===== src/rtl/kirby_anim_sequencer.sv =====
// Animation row/column sequencer for the Kirby sprite-sheet mapper.
// Optional pause input is enabled with `define KIRBY_ANIM_PAUSE_EN.
module kirby_anim_sequencer #(
    parameter int         NUM_ACTIONS     = 3,
    parameter int         TICKS_PER_FRAME = 4,
    parameter logic [7:0] ONESHOT_MASK    = 8'b0000_0100
) (
    input  logic       Clk,
    input  logic       Reset,
    input  logic       frame_clk,
    input  logic [2:0] action_req,
    input  logic       action_req_valid,
    output logic [2:0] character_action_idx,
    output logic [3:0] character_action_frame_idx,
    output logic       anim_busy,
    output logic       anim_done
`ifdef KIRBY_ANIM_PAUSE_EN
    ,
    input  logic       anim_pause
`endif
);

    typedef enum logic [1:0] {
        ST_LOOP    = 2'd0,
        ST_ONESHOT = 2'd1,
        ST_HOLD    = 2'd2
    } state_t;

    localparam logic [3:0] TICK_LAST = 4'(TICKS_PER_FRAME - 1);
    localparam logic [3:0] NUM_ACT_W = 4'(NUM_ACTIONS);

    // Frames per action row; unknown rows report one frame so frame 0 stays legal.
    function automatic logic [3:0] frame_count(input logic [2:0] act);
        logic [3:0] fn;
        case (act)
            3'd0:    fn = 4'd2;
            3'd1:    fn = 4'd10;
            3'd2:    fn = 4'd10;
            default: fn = 4'd1;
        endcase
        return fn;
    endfunction

    state_t     state_r, state_n;
    logic [2:0] action_r, action_n;
    logic [3:0] frame_r, frame_n;
    logic [3:0] tick_r, tick_n;
    logic       frame_clk_d_r;
    logic       busy_r, busy_n;
    logic       done_r, done_n;
    logic       edge_s, adv_en_s, accept_s;
    logic [3:0] fn_last_s;

    assign edge_s    = frame_clk & ~frame_clk_d_r;
    assign fn_last_s = frame_count(action_r) - 4'd1;
`ifdef KIRBY_ANIM_PAUSE_EN
    assign adv_en_s  = edge_s & ~anim_pause;
`else
    assign adv_en_s  = edge_s;
`endif

    // Request filter: re-requests only matter for held or in-flight one-shots.
    assign accept_s = action_req_valid && ({1'b0, action_req} < NUM_ACT_W) &&
                      ((action_req != action_r) || (state_r == ST_HOLD) ||
                       ((state_r == ST_ONESHOT) && (action_req == action_r)));

    // Next-state, frame and tick computation; a request overrides any tick this cycle.
    always_comb begin
        state_n  = state_r;
        action_n = action_r;
        frame_n  = frame_r;
        tick_n   = tick_r;
        busy_n   = busy_r;
        done_n   = 1'b0;
        if (accept_s) begin
            action_n = action_req;
            frame_n  = 4'd0;
            tick_n   = 4'd0;
            busy_n   = ONESHOT_MASK[action_req];
            state_n  = ONESHOT_MASK[action_req] ? ST_ONESHOT : ST_LOOP;
        end else if (adv_en_s && (state_r != ST_HOLD)) begin
            if (tick_r == TICK_LAST) begin
                tick_n = 4'd0;
                case (state_r)
                    ST_LOOP: begin
                        frame_n = (frame_r == fn_last_s) ? 4'd0 : frame_r + 4'd1;
                    end
                    ST_ONESHOT: begin
                        frame_n = frame_r + 4'd1;
                        if ((frame_r + 4'd1) == fn_last_s) begin
                            state_n = ST_HOLD;
                            busy_n  = 1'b0;
                            done_n  = 1'b1;
                        end else begin
                            state_n = ST_ONESHOT;
                        end
                    end
                    default: begin
                        state_n = ST_LOOP;
                        frame_n = 4'd0;
                        busy_n  = 1'b0;
                    end
                endcase
            end else begin
                tick_n = tick_r + 4'd1;
            end
        end else begin
            tick_n = tick_r;
        end
    end

    // State and output registers with synchronous reset.
    always_ff @(posedge Clk) begin
        if (Reset) begin
            state_r       <= ST_LOOP;
            action_r      <= 3'd0;
            frame_r       <= 4'd0;
            tick_r        <= 4'd0;
            frame_clk_d_r <= 1'b0;
            busy_r        <= 1'b0;
            done_r        <= 1'b0;
        end else begin
            state_r       <= state_n;
            action_r      <= action_n;
            frame_r       <= frame_n;
            tick_r        <= tick_n;
            frame_clk_d_r <= frame_clk;
            busy_r        <= busy_n;
            done_r        <= done_n;
        end
    end

    assign character_action_idx       = action_r;
    assign character_action_frame_idx = frame_r;
    assign anim_busy                  = busy_r;
    assign anim_done                  = done_r;

endmodule

===== config.mk =====
export PLATFORM = sky130hd
export DESIGN_NAME = kirby_anim_sequencer
export DESIGN_NICKNAME = d
export VERILOG_FILES = /design/src/rtl/kirby_anim_sequencer.sv
export SDC_FILE = /design/constraint.sdc
export NUM_CORES = 1
export LEC_CHECK = 0
export CAP_MARGIN = 5
export CORE_MARGIN = 2
export CORE_UTILIZATION = 54
export DETAILED_ROUTE_END_ITERATION = 10
export PLACE_DENSITY = 0.82
export SLEW_MARGIN = 20
export SYNTH_ARGS = -nofsm -noshare
export SYNTH_HDL_FRONTEND = slang
export SYNTH_SLANG_ARGS = --single-unit

===== constraint.sdc =====
create_clock -name Clk -period 4.9 [get_ports Clk]
set_clock_uncertainty 0.1 [all_clocks]
set_input_delay 0.49 -clock Clk [delete_from_list [all_inputs] [get_ports Clk]]
set_output_delay 0.49 -clock Clk [all_outputs]
set_load 0.03 [all_outputs]

==> impl_metrics.py <==
metrics = {
    "routing": {
        "drc": 0,
        "viasPerCell": 5.91,
        "drt-pass1-iter-count": 6,
        "ant_nets": 0,
        "wl_per_cell_um": 14.4,
        "routed_wirelength_mm": 1.86,
        "num_vias": 762,
        "drtIter0Drc": 10,
    },
    "setup_path": {
        "path_max_fanout": 11,
        "end_kind": "flop",
        "cp_data_arrival_time_ns": 2.33,
        "critical_path_class": "input port to flop",
        "crit_chain": "clkdlybuf4s50_1 -> nor2b_1 -> o21bai_1 -> a311oi_1 -> buf_4 -> or4b_4 -> o21ai_2",
        "cpPeakStageDelay_ns": 0.56,
        "start_kind": "input port",
        "critPathRequiredTime_ns": 5.02,
        "crit_path_top_delay_cell": "or4b_4",
    },
    "yosys": {
        "synth_top_family_by_area": "simple AND/OR/NAND/NOR gates",
        "synth_top_area_share": 0.368,
        "syn-cell-area_sq_um": 870,
        "ys_ff_latch": 16,
        "ys_types": 39,
        "synth_compound_area_frac": 0.184,
        "synth_mux_area_frac": 0.0345,
        "synth_edf_count": 0,
        "ys_warn_count": 0,
        "yosys.area_share.xor_xnor": 0.0604,
        "seq_area_frac_synth": 0.368,
        "synthCells": 95,
        "synthAdderAreaFrac": 0.0288,
        "yosys.area_share.simple": 0.305,
        "syn_nets": 104,
        "synth_top_flop_cell": "dfxtp_1",
        "avgSynthCellArea_sq_um": 9.15,
        "synth_area_leaders": "dfxtp_1 (37%), nor2b_1 (5.8%), nor3_1 (4.0%), nand2_1 (3.9%), mux2i_1 (3.5%)",
        "yosys.area.top_type": "dfxtp_1",
        "async_flop_share": 0,
    },
    "worst_hold_path": {
        "worstHoldPathType": "flop to flop",
    },
    "floorplanning": {
        "rows": 14,
        "start_util": 0.577,
        "die_area_sq_um": 1950,
        "core_sq_um": 1510,
        "die_h_um": 44.1,
        "die_w_um": 44.1,
        "io-pin-count": 16,
    },
    "cells_and_area": {
        "fin_util": 0.713,
        "final_nets": 123,
        "multi_input_area_sq_um": 533,
        "antenna_cells": 0,
        "final_cell_count_no_fill": 129,
        "drive_above_1_share": 0.124,
        "final_common_cell": "dfxtp_1",
        "postLayoutCellArea_sq_um": 1070,
        "area_growth_pct": 23.6,
        "mostFrequentLayoutCells": "dfxtp_1 (16), clkdlybuf4s50_1 (15), nand2_1 (9)",
        "n_fill_cell": 125,
        "seqCellArea_sq_um": 320,
    },
    "cts": {
        "cts_tree": "built",
        "cts_max_level": 1,
        "clk_latency_ns": 0.28,
        "cts_root_buf": "clkbuf_4",
        "ctsHoldBuffers": 0,
        "cts_resized": 0,
        "postCtsSetupBuffers": 0,
        "cts_sinks": 16,
        "cts_buffers": 3,
        "path_clk_slew_ns": 0.09,
        "cts.path.max_buffers": 2,
    },
    "outcome": {
        "status": "finished clean",
    },
    "grt": {
        "grt_max_degree": 15,
        "antenna_found_initial": 0,
        "grt_pass1_wl_mm": 3.14,
        "grt-ovfl-total": 0,
        "grt_pass1_vias": 756,
        "grtUsageTotal": 0.221,
    },
    "sta": {
        "finalHoldViolations": 0,
        "maxSlewHeadroom": 0.671,
        "drv_slew": 0,
        "fin_crit_ns": 2.20,
        "whs_ns": 0.455,
        "setup_tns_ns": 0,
        "finalSetupViolCount": 0,
        "period_share": 0.450,
        "max_freq_ghz": 0.454,
        "grt_setup_unrepaired": "false",
        "worst_pin_slew_ns": 0.492,
    },
    "pwr": {
        "leakagePower_nw": 0.400,
        "peakVddDrop_v": 0.000203,
        "cell_internal_pwr_mw": 0.195,
        "p_per_area_nw_per_um2": 239,
        "clockPowerShare": 0.334,
        "swShare": 0.241,
        "switchingPower_mw": 0.0619,
        "p_comb_frac": 0.133,
        "seq_power_share": 0.533,
    },
    "placement": {
        "hpwl_mm": 1.40,
        "place_area_sq_um": 1040,
        "port_buffers": 15,
        "gp_congestion": 0.721,
        "dp.cells": 125,
    },
    "job": {
        "cap_viol_max_count": 0,
    },
}
-- path summary, 6_finish.rpt --
| path | start | to | slack [ns] | cells past startpoint |
|---|---|---|---|---|
| worst max-delay path | action_req[1] | state_r[1] | 2.70 | 7 |
| worst min-delay path | tick_r[1] | tick_r[1] | 0.46 | 2 |
| worst max register to register | state_r[1] | state_r[1] | 2.92 | 6 |
| worst min register to register | tick_r[1] | tick_r[1] | 0.46 | 2 |
-- flip-flops by register name, summed over array words and instances (netlist names) --
register                    flops
tick_r                          4
anim_done                       1
character_action_frame_idx      4
state_r                         2
frame_clk_d_r                   1
character_action_idx            3
anim_busy                       1
-- synthesized netlist by cell type (all sizes together), types with 3 or more instances --
library cell,number
a21oi,4
dfxtp,16
nor2b,8
nand2,9
nand4,3
o31a,3
nor2,4
mux2i,3
xnor2,3
xor2,3
nor3,8
a211oi,3
-- metrics by stage --
stage | power [mW] | worst slack, ns
final | 0.257 | 2.70
after global routing | 0.268 | 2.61
after floorplan | 0.162 | 3.04
after global placement | 0.173 | 2.47
after detailed placement | 0.174 | 2.42
after CTS | 0.258 | 2.71
-- metal layers --
metal | vias to the layer above | share of wire | global-route usage
met4 | 0 | 0.0075 | 0.0970
met1 | 357 | 0.49 | 0.282
li1 | 383 | - | -
met3 | 2 | 0.033 | 0.0490
met2 | 20 | 0.47 | 0.356
met5 | - | 0 | 0
-- cell families (layout without fill, tap and decap cells) --
kind of cell               Yosys count  count (layout)
muxes                                3               3
and+or+nand+nor                     44              44
DFF                                 16              16
buffers and inverters                4              22
xor gates and xnor gates             6               6
adders and majority gates            2               2
AOI/OAI and AO/OA                   20              20
-- power by group through the flow --
stage	sequential, mW	combinational [mW]	clock [mW]
finish	0.137	0.0342	0.0859
detailed placement	0.140	0.0338	0
global route	0.138	0.0380	0.0926
CTS	0.137	0.0342	0.0870
floorplan	0.141	0.0203	0
global placement	0.140	0.0333	0
-- worst max-delay path, delay by kind of cell --
family | cells | cell delay [ns]
AO/OA/AOI/OAI | 3 | 0.42
AND/OR/NAND/NOR | 2 | 0.73
buffers and inverters | 2 | 0.68
-- layout make-up --
cell class,instances,share of cell area
sequential,16,0.298
multi-input combinational,75,0.496
timing repair buffer,16,0.147
inverter,2,0.00698
tap,16,0.0186
clock buffer,4,0.0338
Note: power is estimated with default switching activity, not from simulation.
